[config.mk]
export PLATFORM = sky130hd
export DESIGN_NAME = spc_node_decoder_seq
export DESIGN_NICKNAME = d
export VERILOG_FILES = /design/src/rtl/spc_node_decoder_seq.sv
export SDC_FILE = /design/constraint.sdc
export NUM_CORES = 1
export LEC_CHECK = 0
export ABC_AREA = 1
export BUFFER_PORTS_ARGS = -buffer_cell sky130_fd_sc_hd__clkbuf_2
export CAP_MARGIN = 20
export CORE_AREA = 2 2 229 118
export DETAILED_ROUTE_END_ITERATION = 7
export DIE_AREA = 0 0 231 120
export SLEW_MARGIN = 20
export SYNTH_ARGS = -nofsm -noshare
export SYNTH_HDL_FRONTEND = slang
export SYNTH_SLANG_ARGS = --single-unit
[constraint.sdc]
create_clock -name clk -period 8.1 [get_ports clk]
set_input_delay 0.81 -clock clk [delete_from_list [all_inputs] [get_ports clk]]
set_output_delay 0.81 -clock clk [all_outputs]
set_load 0.01 [all_outputs]
[src/rtl/spc_node_decoder_seq.sv]
// Multi-beat SPC node decoder for the fast-SSC polar decoder.
// Collects hard bits, parity and min |LLR|, fixes parity, streams bits out.
module spc_node_decoder_seq #(
    parameter int LLR_W     = 6,
    parameter int P         = 16,
    parameter int MAX_BEATS = 4
) (
    input  logic                 clk,
    input  logic                 rst,
    input  logic                 in_valid,
    output logic                 in_ready,
    input  logic [P*LLR_W-1:0]   in_llr,
    input  logic                 in_last,
    output logic                 out_valid,
    input  logic                 out_ready,
    output logic [P-1:0]         out_bits,
    output logic                 out_last,
    output logic                 out_flip,
    output logic [LLR_W-2:0]     out_min
);

    localparam int NODE_LEN = P * MAX_BEATS;
    localparam int IDX_W    = (NODE_LEN > 1) ? $clog2(NODE_LEN) : 1;
    localparam int MAG_W    = LLR_W - 1;
    localparam int BW       = (MAX_BEATS > 1) ? $clog2(MAX_BEATS) : 1;
    localparam int LW       = (P > 1) ? $clog2(P) : 1;

    typedef enum logic [1:0] {
        ACC = 2'd0,
        FIX = 2'd1,
        OUT = 2'd2
    } state_t;

    state_t             state;
    logic [BW-1:0]      beat_cnt;
    logic [BW-1:0]      out_cnt;
    logic [BW-1:0]      last_beat;
    logic               parity;
    logic [MAG_W-1:0]   run_min;
    logic [IDX_W-1:0]   run_idx;
    logic [P-1:0]       bits_buf [MAX_BEATS];

    logic [P-1:0]       beat_bits;
    logic               beat_par;
    logic [MAG_W-1:0]   beat_min;
    logic [LW-1:0]      beat_lane;
    logic [IDX_W-1:0]   beat_idx;
    logic [BW-1:0]      flip_beat;
    logic [LW-1:0]      flip_lane;

    // Magnitude with the most-negative code clamped to the largest positive.
    function automatic logic [MAG_W-1:0] abs_sat(input logic [LLR_W-1:0] v);
        logic [LLR_W-1:0] n;
        n = -v;
        if (!v[LLR_W-1])
            return v[MAG_W-1:0];
        if (n[LLR_W-1])
            return '1;
        return n[MAG_W-1:0];
    endfunction

    // Per-beat hard bits, parity and first-occurring minimum magnitude.
    always_comb begin
        beat_bits = '0;
        beat_par  = 1'b0;
        beat_min  = '1;
        beat_lane = '0;
        for (int k = 0; k < P; k++) begin
            logic [LLR_W-1:0] lv;
            logic [MAG_W-1:0] mag;
            lv           = in_llr[k*LLR_W +: LLR_W];
            mag          = abs_sat(lv);
            beat_bits[k] = lv[LLR_W-1];
            beat_par     = beat_par ^ lv[LLR_W-1];
            if (k == 0 || mag < beat_min) begin
                beat_min  = mag;
                beat_lane = LW'(k);
            end
        end
    end

    assign beat_idx  = IDX_W'(32'(beat_cnt) * P + 32'(beat_lane));
    assign flip_beat = BW'(32'(run_idx) / P);
    assign flip_lane = LW'(32'(run_idx) % P);

    assign in_ready  = (state == ACC);
    assign out_valid = (state == OUT);
    assign out_last  = (state == OUT) && (out_cnt == last_beat);
    assign out_bits  = (state == OUT) ? bits_buf[out_cnt] : '0;

    // Node FSM: accumulate beats, fix parity in one cycle, then stream out.
    always_ff @(posedge clk or posedge rst) begin
        if (rst) begin
            state     <= ACC;
            beat_cnt  <= '0;
            out_cnt   <= '0;
            last_beat <= '0;
            parity    <= 1'b0;
            run_min   <= '1;
            run_idx   <= '0;
            out_flip  <= 1'b0;
            out_min   <= '1;
            for (int b = 0; b < MAX_BEATS; b++)
                bits_buf[b] <= '0;
        end else begin
            unique case (state)
                ACC: begin
                    if (in_valid) begin
                        bits_buf[beat_cnt] <= beat_bits;
                        parity <= parity ^ beat_par;
                        if (beat_min < run_min) begin
                            run_min <= beat_min;
                            run_idx <= beat_idx;
                        end
                        if (in_last || beat_cnt == BW'(MAX_BEATS - 1)) begin
                            last_beat <= beat_cnt;
                            state     <= FIX;
                        end else begin
                            beat_cnt <= beat_cnt + BW'(1);
                        end
                    end
                end
                FIX: begin
                    if (parity)
                        bits_buf[flip_beat][flip_lane] <=
                            ~bits_buf[flip_beat][flip_lane];
                    out_flip <= parity;
                    out_min  <= run_min;
                    state    <= OUT;
                end
                OUT: begin
                    if (out_ready) begin
                        if (out_cnt == last_beat) begin
                            beat_cnt <= '0;
                            out_cnt  <= '0;
                            parity   <= 1'b0;
                            run_min  <= '1;
                            run_idx  <= '0;
                            state    <= ACC;
                        end else begin
                            out_cnt <= out_cnt + BW'(1);
                        end
                    end
                end
                default: state <= ACC;
            endcase
        end
    end

endmodule
; ---- Word level (Yosys, flattened, before mapping)
; Index checks and enable logic that the tools add are counted.
[totals]
output_inout_bits = 25
in_bits = 101
regBits = 90
[classes]
n_lt_le_gt_ge = 23
mux = 169
eq_ne = 11
reduce_logical = 15
bitwise = 20
addsub = 19
[ops]
columns = cell, count
row1 = two-way mux 5 bit, 83
row2 = bitwise mux 64 bit, 2
row3 = two-way mux 64 bit, 2
row4 = case mux 64 bit (2 select lines), 1
row5 = two-way mux 16 bit, 7
row6 = negation 6 bit, 16
row7 = less-than comparator 5 bit, 16
row8 = binary-select mux 16 bit (select 2 bit), 2
row9 = demux 16 bit (select 2 bit), 2
row10 = two-way mux 4 bit, 14
row11 = two-way mux 1 bit, 38
row12 = two-way mux 6 bit, 4
row13 = bitwise XOR 1 bit, 16
row14 = two-way mux 2 bit, 7
row15 = case mux 6 bit (2 select lines), 1
row16 = case mux 5 bit (2 select lines), 1
row17 = AND reduction 5 bit, 2
row18 = ">= comparator 3 bit, second input constant", 3
row19 = inverter 2 -> 3 bit, 3
row20 = "inequality test 2 x 1 -> 1 bit, second input constant", 4
row21 = AND reduction 4 bit, 2
row22 = adder 6 x 4 -> 6 bit, 1
row23 = "less-than comparator 3 x 1 -> 1 bit, second input constant", 2
row24 = "inequality test 2 bit, second input constant", 3
row25 = 18 further kinds, 25

; ---- Logic depth before layout (Yosys ltp)
; Gate-level depths: netlist of the first run.
[logic_depth]
word_depth = 39
ltp_mapped = 136

; ---- Least setup slack after synthesis of the first run
; OpenSTA, ideal clock, no wires.
[synth_timing]
path_kind = input port to flip-flop
start = input in_llr[6]
end = register run_idx[0]
cell_stages = 124
n_path_buf = 5
required_time_ns = 7.983
slack_ns = -8.231
t_arrival_ns = 16.214
setup_time_ns = 0.117
cell_sequence = inv_1 -> ha_1 -> nor2_1 -> xor2_1 -> o21ai_0 -> ha_1 -> a21oi_1 -> nand3_2 -> nand2_4 -> nand2_4 -> nand2_1 -> o21ai_0 -> ha_1 -> inv_1 -> nor2_1 -> nand2_1 -> nor2_2 -> nand2_4 -> [... 88 more ...] -> ha_1 -> a21oi_1 -> nor2_1 -> a211oi_1 -> nand2_1 -> buf_4 -> nand2_1 -> nand2_1 -> ha_1 -> a211o_1 -> a31o_2 -> a41oi_1 -> nand2_1 -> nand2_1 -> nand2_1 -> buf_6 -> nand2_1 -> nand2_1
[synth_between]
elab_chain_cells = 39
word_cells_on_any_way = 59
[synth_lines]
columns = element, line
row1 = from (decl), 12  ; input logic [P*LLR_W-1:0] in_llr,
row2 = negation 6 bit, 54  ; n = -v;
row3 = two-way mux 1 bit (2 in series), 57  ; if (n[LLR_W-1])
row4 = two-way mux 5 bit, 59  ; return n[MAG_W-1:0];
row5 = two-way mux 5 bit (*), 57
row6 = less-than comparator 5 bit, 75  ; if (k == 0 || mag < beat_min) begin
row7 = two-way mux 5 bit, 75
row8 = less-than comparator 5 bit, 75
row9 = two-way mux 5 bit, 75
row10 = [... 22 more ...], n/a
row11 = less-than comparator 5 bit, 75
row12 = two-way mux 5 bit, 75
row13 = less-than comparator 5 bit, 75
row14 = two-way mux 4 bit, 75
row15 = adder 6 x 4 -> 6 bit, 82  ; assign beat_idx = IDX_W'(32'(beat_cnt) * P + 32'(beat_lane));
row16 = two-way mux 6 bit, 111  ; if (beat_min < run_min) begin
row17 = two-way mux 6 bit, 108  ; if (in_valid) begin
row18 = case mux 6 bit (2 select lines), 106  ; unique case (state)
row19 = to (signal assigned), 113  ; run_idx <= beat_idx;
row20 = to (decl), 40  ; logic [IDX_W-1:0] run_idx;
; Every way passes the cells marked *; elsewhere a longest branch is shown, timed or not. The select of a mux whose other input is x is not followed.
; A chain may end at the register's enable or synchronous reset.

; ---- Final worst setup path of the first run
[layout_timing]
start = input in_llr[2]
end = register run_idx[3]
; Same word-level chain as after synthesis.

==> results of run 1 <==
## registers in the layout (all words and copies together), names as in the netlist
register	count
beat_cnt	2
bits_buf	64
last_beat	2
out_cnt	2
out_flip	1
out_min	5
parity	1
run_idx	6
run_min	5
state	2
## layout by cell type, fill, tap and decap left out, types with 20 or more instances in the layout
master | synthesis | layout
buf_4 | 7 | 364
a21oi_1 | 182 | 176
nand2_4 | 15 | 42
nand4_1 | 25 | 25
inv_2 | 16 | 24
nor3_1 | 49 | 48
ha_4 | 0 | 20
o21ai_0 | 127 | 100
a31oi_1 | 40 | 39
nand2_1 | 359 | 294
ha_1 | 52 | 31
clkbuf_2 | 0 | 121
nor2_1 | 216 | 198
nand3_1 | 151 | 136
inv_1 | 272 | 259
dfrtp_1 | 80 | 80
nand2_2 | 46 | 84
a22oi_1 | 33 | 33
## cell type report
class                   instances  share of cell area (%)
multi-input cells            1446                   53.21
clock inverters                 6                  0.3037
well taps                     352                   2.672
flip-flops and latches         90                   13.74
repair buffers                505                   21.64
inverters                     296                   6.977
clock buffers                  10                   1.450
## worst max-delay path, delay by kind of cell
family          cells  cell delay (ns)
simple gates       76             6.68
fa+ha+maj          14             3.91
compound gates     19             2.32
buf+inv            21             1.83
## logic make-up after synthesis
group           after synthesis  share of synthesized area, %
compound gates              452                         22.71
simple gates                908                         36.33
xor+xnor                     34                         2.605
buf+inv                     366                         12.85
flops                        90                         19.81
fa+ha+maj                    52                         5.692
## stage by stage
| step | cells | setup TNS, ns | cell area [um2] | utilization (%) |
|---|---|---|---|---|
| 2_1_floorplan | 1902 | -80.01 | 11620 | - |
| 3_3_place_gp | 2624 | -78.46 | 14730 | 56.99 |
| 3_5_place_dp | 2624 | -84.40 | 14730 | 56.99 |
| 4_1_cts | 2690 | -74.76 | 15650 | 60.52 |
| 5_1_grt | 2705 | -89.42 | 16480 | 63.74 |
| 6_report | 2705 | -79.36 | 16480 | 63.74 |
## how the worst min path moves through the flow
stage                                   to  depth (start not counted)              startpoint
detailed placement  run_min[3]$_DFFE_PP1P_                          2  run_min[3]$_DFFE_PP1P_
floorplan           run_min[1]$_DFFE_PP1P_                          2  run_min[1]$_DFFE_PP1P_
finish              out_cnt[0]$_DFFE_PP0P_                          2                     rst
CTS                 out_cnt[0]$_DFFE_PP0P_                          2                     rst
global placement    run_min[3]$_DFFE_PP1P_                          2  run_min[3]$_DFFE_PP1P_
global route          state[0]$_DFFE_PP0P_                          2                     rst
## timing repair
item / in CTS / in global routing
resized for setup: 72 / 149
hold buffers: 0 / 0
setup endpoints to repair: 11 / 11
setup buffers: 50 / 16
pin swaps: 96 / 128
## routing by layer
layer | vias up | global-route usage (%) | part of all wire, % | routed length (um)
met1 | 6674 | 47.53 | 47 | 20690
met5 | - | 0 | 0 | 0
li1 | 7225 | - | - | -
met4 | 0 | 6.210 | 1.7 | 734
met2 | 774 | 43.99 | 41 | 18230
met3 | 88 | 5.109 | 11 | 4779
==> metrics.csv, run 1 <==
stage,metric,value,unit
setup_path,Worst path max stage delay,0.33,ns
clock_network,CTS H-tree depth,3,
synthesis,most common cell in the netlist,nand2_1,
floorplanning,Core Region,25850,um2
final_layout,ant diodes,0,
synthesis,Synth cell types,58,
floorplanning,die height,120,um
sta,crit share post-route,189.4,%
placed_design,Port Buf Inserts,125,
detailed_routing,number of remaining DRC errors,0,
sta,WHS,0.4250,ns
setup_path,CP Launch Point,in_llr[2],
detailed_routing,WL final,44.44,mm
setup_path,Crit path top cell by count,nand2_4,
floorplanning,Row Count,42,
setup_path,r2r endpoint,bits_buf[57]$_DFFE_PP0P_,
synthesis,sequential element share of the synthesized area,19.81,%
setup_path,worst setup path end,run_idx[3]$_DFFE_PP0P_,
clock_network,TritonCTS Sinks,90,
setup_path,Critical Path Fanout Max,7,
clock_network,CTS Buffer Depth,2,
clock_network,CTS tree,built,
synthesis,"top cells by area, synth","dfrtp_1 (18%), nand2_1 (12%), inv_1 (8.9%)",
synthesis,Synth Warn #,0,
sta,setup ws final,-7.237,ns
setup_path,worst reg2reg path depth,12,
clock_network,root buffer cell,clkbuf_16,
synthesis,"Primary FF master, synth",dfrtp_1,
final_layout,share of post-route cells with drive strength above 1,34.68,%
synthesis,Avg Inst Size Synth,6.010,um2
detailed_routing,WL per Instance,16.43,um
floorplanning,Top-Level Pins,126,
global_route,Overall Global Routing Usage,30.69,%
detailed_routing,Vias/cell,5.457,
detailed_routing,DRT iter0 DRCs,1775,
status,status,"complete, but fails checks",
sta,Max Fclk,0.06520,GHz
detailed_routing,via count,14761,
clock_network,Clock Latency Late Sink,0.35,ns
synthesis,list of most frequent post-synthesis cells,"nand2_1 (359), inv_1 (272), nor2_1 (216), a21oi_1 (182), nand3_1 (151)",
sta,RSZ-0062 raised after global routing,yes,
floorplanning,Starting Density,44.21,%
global_route,largest net degree at the start of global routing,72,
synthesis,Yosys reg bits,90,
global_route,gr ovfl total,0,
detailed_routing,DR pass1 iterations,6,
final_layout,multi-input logic area,8770,um2
final_layout,final-stage net count,2501,
flow_run,MaxCap Viol Count,0,
synthesis,Synth area leader,dfrtp_1,
sta,Setup Skew,0.006557,ns
setup_path,Critical Path RT,8.34,ns
synthesis,Cells after Synth,1902,
floorplanning,die footprint,27720,um2
setup_path,CP Launch Type,primary input,
global_route,vias in the first global route,13412,
setup_path,FF-to-FF Start,run_idx[4]$_DFFE_PP0P_,
final_layout,"Area growth, synth to finish",44.18,%
detailed_routing,Antenna Violating Nets Remaining,0,
clock_network,total CTS buffers,9,
global_route,initial antenna violation count,0,
setup_path,worst endpoint data arrival time,15.58,ns
setup_path,crit path capture type,flop,
final_layout,flip-flop and latch area,2265,um2
setup_path,"reg-to-reg slack, setup",3.72,ns
sta,Slew HR,22.95,%
global_route,first-pass GRT wire length,68.77,mm
sta,# setup viols final,11,
clock_network,Clock Pin Slew Worst Setup and Hold Paths,0.07,ns
sta,Slew Limit Fails,0,
sta,Fin. Hold Viols,0,
setup_path,Slowest cell on crit path,ha_4,
placed_design,GPL Wtd Cong,0.9278,
synthesis,area of the mapped netlist,11430,um2
synthesis,syn nets,2055,
synthesis,number of synthesized flops with an enable pin,0,
setup_path,WS Path Type,primary input to flop,
placed_design,DP Worst Slack,-7.693,ns
sta,worst slew pin tran,1.149,ns
synthesis,Synth async-reset ratio,100.0,%
sta,fin crit period,15.34,ns
placed_design,HPWL Detailed,31.62,mm
hold_path,hold crit path type,primary input to asynchronous set/reset pin,
synthesis,Yosys top cell area share,17.51,%
final_layout,filler cell count,2327,
status,failing checks,setup timing,
floorplanning,Die Width,231,um
Power of run 1 is not shown: default switching activity piles up to over one toggle a cycle in this logic, so the estimate is an artifact.
==> run 2, diff against run 1 <==
Settings changed: PLACE_DENSITY set to 0.66.
Clock period 8.1 ns to 13 ns, I/O delays scaled along.
==> metrics.csv, run 2 (synthesis results as in run 1) <==
stage,metric,value,unit,change
floorplanning,Row Count,42,,unchanged
global_route,gr ovfl total,0,,unchanged
setup_path,CP Launch Point,in_llr[7],,
hold_path,hold crit path type,flop to flop,,
setup_path,FF-to-FF Start,run_idx[5]$_DFFE_PP0P_,,
setup_path,CP Launch Type,primary input,,
global_route,initial antenna violation count,0,,unchanged
setup_path,worst endpoint data arrival time,16.25,ns,+0.67 ns
setup_path,Crit path top cell by count,nand2_2,,
final_layout,Finished Layout Cells,2638,,-2.5%
detailed_routing,Vias/cell,5.543,,+1.6%
setup_path,Worst path max stage delay,0.34,ns,about the same
sta,RSZ-0062 raised after global routing,yes,,
setup_path,CP Buf/Inv Count,15,,-29%
setup_path,worst reg2reg path depth,11,,-1
global_route,Overall Global Routing Usage,31.12,%,+0.43 points
final_layout,final-stage net count,2433,,-2.7%
final_layout,top flop regs,"bits_buf (64), run_idx (6)",,
detailed_routing,Antenna Violating Nets Remaining,0,,unchanged
hold_path,hold-critical path depth,2,,
clock_network,CTS H-tree depth,3,,unchanged
clock_network,CTS Buffer Depth,2,,unchanged
flow_run,MaxCap Viol Count,0,,unchanged
detailed_routing,DRT iter0 DRCs,1806,,+1.7%
clock_network,total CTS buffers,9,,unchanged
sta,Slew Limit Fails,0,,unchanged
sta,setup ws final,-3.011,ns,+4.226 ns
final_layout,share of post-route cells with drive strength above 1,31.47,%,-3.2 points
floorplanning,die height,120,um,unchanged
setup_path,"CP delay by family, top",simple AND/OR/NAND/NOR gates,,
final_layout,Largest Register,bits_buf,,
status,failing checks,setup timing,,
final_layout,"Area growth, synth to finish",38.19,%,
clock_network,TritonCTS Sinks,90,,unchanged
clock_network,CTS tree,built,,
clock_network,Clock Latency Late Sink,0.36,ns,about the same
sta,crit share post-route,123.2,%,
detailed_routing,WL final,44.79,mm,+0.81%
global_route,largest net degree at the start of global routing,73,,+1.4%
setup_path,Critical Path Fanout Max,7,,unchanged
clock_network,Clock Pin Slew Worst Setup and Hold Paths,0.07,ns,about the same
setup_path,worst setup path end,run_idx[1]$_DFFE_PP0P_,,
detailed_routing,DR pass1 iterations,7,,+1
final_layout,Final Instance Area,15800,um2,-4.2%
floorplanning,die footprint,27720,um2,unchanged
setup_path,Critical Path RT,13.24,ns,+4.90 ns
clock_network,root buffer cell,clkbuf_16,,
sta,# setup viols final,11,,unchanged
detailed_routing,number of remaining DRC errors,0,,unchanged
setup_path,r2r endpoint,bits_buf[39]$_DFFE_PP0P_,,
sta,Setup Skew,0.01529,ns,+0.008731 ns
final_layout,max FFs per register,64,,unchanged
status,status,"complete, but fails checks",,
sta,Fin. Hold Viols,0,,unchanged
final_layout,"commonest non-fill, non-tap cell in the layout",nand2_1,,
sta,setup TNS,-32.88,ns,+46.48 ns
setup_path,WS Path Type,primary input to flop,,
setup_path,Slowest cell on crit path,ha_1,,
floorplanning,Starting Density,44.21,%,unchanged
sta,Slew HR,22.99,%,+0.048 points
floorplanning,Top-Level Pins,126,,unchanged
final_layout,most frequent cells in the layout,"nand2_1 (311), buf_4 (296), inv_1 (261), nor2_1 (199), a21oi_1 (176)",,
placed_design,GPL Wtd Cong,0.9513,,+2.5%
global_route,first-pass GRT wire length,69.67,mm,+1.3%
placed_design,HPWL Detailed,31.53,mm,-0.30%
setup_path,"reg-to-reg slack, setup",8.76,ns,+5.04 ns
sta,fin crit period,16.01,ns,
setup_path,crit path capture type,flop,,
placed_design,# placed instances,2534,,-3.4%
sta,Max Fclk,0.06246,GHz,
global_route,vias in the first global route,13550,,+1.0%
detailed_routing,via count,14623,,-0.93%
detailed_routing,WL per Instance,16.98,um,+3.4%
placed_design,Port Buf Inserts,125,,unchanged
placed_design,instance area after placement,14060,um2,-4.6%
sta,WHS,0.4623,ns,+0.03737 ns
floorplanning,Die Width,231,um,unchanged
floorplanning,Core Region,25850,um2,unchanged
sta,worst slew pin tran,1.126,ns,-0.02273 ns
setup_path,WP depth,124,,-4.6%
-- run 2: cell type report --
type,count,area (um2)
fill,2345,10060
multi-input combinational,1446,8579
timing repair buffer,437,3080
sequential,90,2265
inverter,296,1150
tap,352,440.4
clock buffer,10,229.0
clock inverter,6,50.05
antenna,1,2.502
-- run 2: repair_timing --
action,CTS,global route
hold buffers,0,0
pin swaps,81,90
endpoints found under the setup margin,11,11
setup buffers,69,17
resized for setup,72,104
-- run 2: tightest hold or removal path: cells and delay by family, from the launching register on --
family / cells / cell delay, ns
flops: 1 / 0.37
simple gates: 2 / 0.09
-- run 2: stage by stage --
stage,setup slack (ns),util (%)
5_1_grt,-3.882,61.09
3_5_place_dp,-3.525,54.37
2_1_floorplan,-2.892,-
6_report,-3.011,61.10
4_1_cts,-2.377,58.54
3_3_place_gp,-2.776,54.37
-- run 2: worst min-delay path by stage --
stage	start	end	slack [ns]
after global placement	run_min[4]$_DFFE_PP1P_	run_min[4]$_DFFE_PP1P_	0.44
final	run_min[1]$_DFFE_PP1P_	run_min[1]$_DFFE_PP1P_	0.46
after CTS	run_min[1]$_DFFE_PP1P_	run_min[1]$_DFFE_PP1P_	0.46
after floorplan	run_min[1]$_DFFE_PP1P_	run_min[1]$_DFFE_PP1P_	0.43
after global routing	run_min[2]$_DFFE_PP1P_	run_min[2]$_DFFE_PP1P_	0.47
after detailed placement	run_min[1]$_DFFE_PP1P_	run_min[1]$_DFFE_PP1P_	0.45
-- run 2: metal layers --
metal  vias up  global-route usage [%]  part of all wire, %  routed length [um]
li1       7094                       -                    -                   -
met2       795                   44.73                   41               18400
met5         -                       0                    0                   0
met1      6621                   45.92                   46               20620
met3       113                   7.676                   11                4754
met4         0                   7.944                  2.3                1014
Power of run 2 is left out for the same reason.
==> run 3, diff against run 2 <==
Settings changed: PLACE_DENSITY 0.66 to not set, REMOVE_ABC_BUFFERS set to 1.
Clock period 13 ns to 19 ns, I/O delays scaled along.
==> metrics.csv, run 3 (synthesis results as in run 1) <==
stage,metric,value,unit,change
final_layout,max FFs per register,64,,unchanged
clock_network,Clock Pin Slew Worst Setup and Hold Paths,0.07,ns,about the same
clock_network,CTS Buffer Depth,2,,unchanged
floorplanning,Row Count,42,,unchanged
floorplanning,Die Width,231,um,unchanged
final_layout,most frequent cells in the layout,"nand2_1 (353), inv_1 (270), nor2_1 (210), a21oi_1 (177), nand3_1 (151)",,
placed_design,DP Worst Slack,-1.031,ns,+2.495 ns
sta,worst slew pin tran,1.160,ns,+0.03449 ns
hold_path,hold crit path type,flop to flop,,
global_route,gr ovfl total,0,,unchanged
floorplanning,Core Region,25850,um2,unchanged
detailed_routing,number of remaining DRC errors,0,,unchanged
clock_network,total CTS buffers,9,,unchanged
detailed_routing,DR pass1 iterations,6,,-1
setup_path,WS Path Type,primary input to flop,,
final_layout,Largest Register,bits_buf,,
global_route,initial antenna violation count,0,,unchanged
setup_path,Critical Path RT,19.24,ns,+6.00 ns
final_layout,ant diodes,0,,-1
final_layout,top flop regs,"bits_buf (64), run_idx (6)",,
final_layout,filler cell count,2671,,+14%
detailed_routing,via count,13182,,-9.9%
final_layout,final-stage net count,2167,,-11%
setup_path,crit path capture type,flop,,
detailed_routing,Vias/cell,5.560,,+0.30%
sta,crit share post-route,93.22,%,
setup_path,"reg-to-reg slack, setup",14.92,ns,+6.16 ns
final_layout,share of post-route cells with drive strength above 1,17.48,%,-14 points
hold_path,hold-critical path depth,2,,unchanged
setup_path,Worst path max stage delay,0.34,ns,about the same
hold_path,hold path endpoint,out_min[0]$_DFFE_PP1P_,,
final_layout,"commonest non-fill, non-tap cell in the layout",nand2_1,,
setup_path,r2r endpoint,bits_buf[58]$_DFFE_PP0P_,,
clock_network,CTS tree,built,,
detailed_routing,WL final,39.77,mm,-11%
sta,setup ws final,1.289,ns,+4.300 ns
clock_network,TritonCTS Sinks,90,,unchanged
sta,# setup viols final,0,,-11
placed_design,GPL Wtd Cong,0.8955,,-5.9%
setup_path,worst reg2reg path depth,12,,+1
setup_path,Critical Path Fanout Max,11,,+4
sta,setup TNS,0,ns,+32.88 ns
clock_network,Clock Latency Late Sink,0.36,ns,about the same
detailed_routing,WL per Instance,16.77,um,-1.2%
detailed_routing,DRT iter0 DRCs,1367,,-24%
sta,Slew Limit Fails,0,,unchanged
sta,fin crit period,17.71,ns,
hold_path,HP Start,out_min[0]$_DFFE_PP1P_,,
final_layout,flip-flop and latch area,2265,um2,unchanged
setup_path,Crit path top cell by count,nand2_1,,
setup_path,worst endpoint data arrival time,17.95,ns,+1.70 ns
clock_network,root buffer cell,clkbuf_16,,
sta,WHS,0.4651,ns,+0.002740 ns
global_route,first-pass GRT wire length,61.98,mm,-11%
setup_path,CP Launch Type,primary input,,
final_layout,Finished Layout Cells,2371,,-10%
final_layout,"Area growth, synth to finish",14.85,%,
sta,Fin. Hold Viols,0,,unchanged
floorplanning,die height,120,um,unchanged
global_route,Overall Global Routing Usage,27.96,%,-3.2 points
final_layout,multi-input logic area,7939,um2,-7.5%
floorplanning,Top-Level Pins,126,,unchanged
sta,Setup Skew,0.01368,ns,-0.001607 ns
placed_design,# placed instances,2326,,-8.2%
global_route,largest net degree at the start of global routing,72,,-1.4%
setup_path,Slowest cell on crit path,ha_1,,
flow_run,MaxCap Viol Count,0,,unchanged
sta,Max Fclk,0.05646,GHz,
setup_path,FF-to-FF Start,run_idx[5]$_DFFE_PP0P_,,
floorplanning,Starting Density,44.21,%,unchanged
sta,Slew HR,22.63,%,-0.37 points
detailed_routing,Antenna Violating Nets Remaining,0,,unchanged
placed_design,Port Buf Inserts,125,,unchanged
status,status,completed,,
floorplanning,die footprint,27720,um2,unchanged
clock_network,CTS H-tree depth,3,,unchanged
global_route,vias in the first global route,11493,,-15%
placed_design,HPWL Detailed,28.64,mm,-9.2%
==> run 3: changes by cell type in the layout (fill, tap and decap cells not counted), moves of 10 or more <==
| cell | change |
|---|---|
| buf_4 | -252 |
| ha_1 | +13 |
| nand3_1 | +11 |
| nand2_4 | -12 |
| buf_6 | -15 |
| nand2_2 | -29 |
| ha_4 | -13 |
| nor2_1 | +11 |
| nand3_2 | -10 |
| nand2_1 | +42 |
==> run 3: worst max path at each step <==
stage                           from                      to  slack (ns)  depth (start not counted)
final                      in_llr[1]  run_idx[1]$_DFFE_PP0P_        1.29                        130
after global routing       in_llr[1]  run_idx[3]$_DFFE_PP0P_       -0.11                        132
after CTS                  in_llr[6]  run_idx[1]$_DFFE_PP0P_        0.03                        119
after detailed placement   in_llr[6]  run_idx[1]$_DFFE_PP0P_       -1.03                        117
after global placement    in_llr[11]  run_idx[3]$_DFFE_PP0P_       -0.24                        124
after floorplan            in_llr[6]  run_idx[0]$_DFFE_PP0P_        1.38                        121
==> run 3: metal layers <==
metal	track usage [%]	routed length, um	up-vias
met4	4.879	413	0
met1	44.92	20170	5993
met2	37.91	15430	599
li1	-	-	6543
met3	5.228	3754	47
met5	0	0	-
==> run 3: layout make-up <==
class                   instances  share of cell area, %
flip-flops and latches         90                  17.25
inverters                     296                  8.701
clock buffers                   9                  1.715
repair buffers                171                  7.577
multi-input cells            1446                  60.47
clock inverters                 7                 0.9340
well taps                     352                  3.355
==> run 3: metrics by stage <==
step                      instance area (um2)  utilization (%)
after floorplan                         11100                -
after global placement                  12330            47.68
after detailed placement                12330            47.68
after CTS                               12680            49.06
after global routing                    13130            50.78
final                                   13130            50.78
==> run 3: critical path, delay by kind of cell <==
family / cells / cell delay [ns]
adder cells (fa/ha/maj): 16 / 4.69
buffers and inverters: 16 / 1.34
AND/OR/NAND/NOR: 74 / 7.04
AO/OA/AOI/OAI: 24 / 2.95
==> run 3: timing repair <==
item,in CTS,in global routing
resized for setup,11,58
pin swaps,0,23
cloned,0,0
endpoints found under the setup margin,11,11
hold buffers,0,0
setup buffers,0,28
Power of run 3 is left out for the same reason.
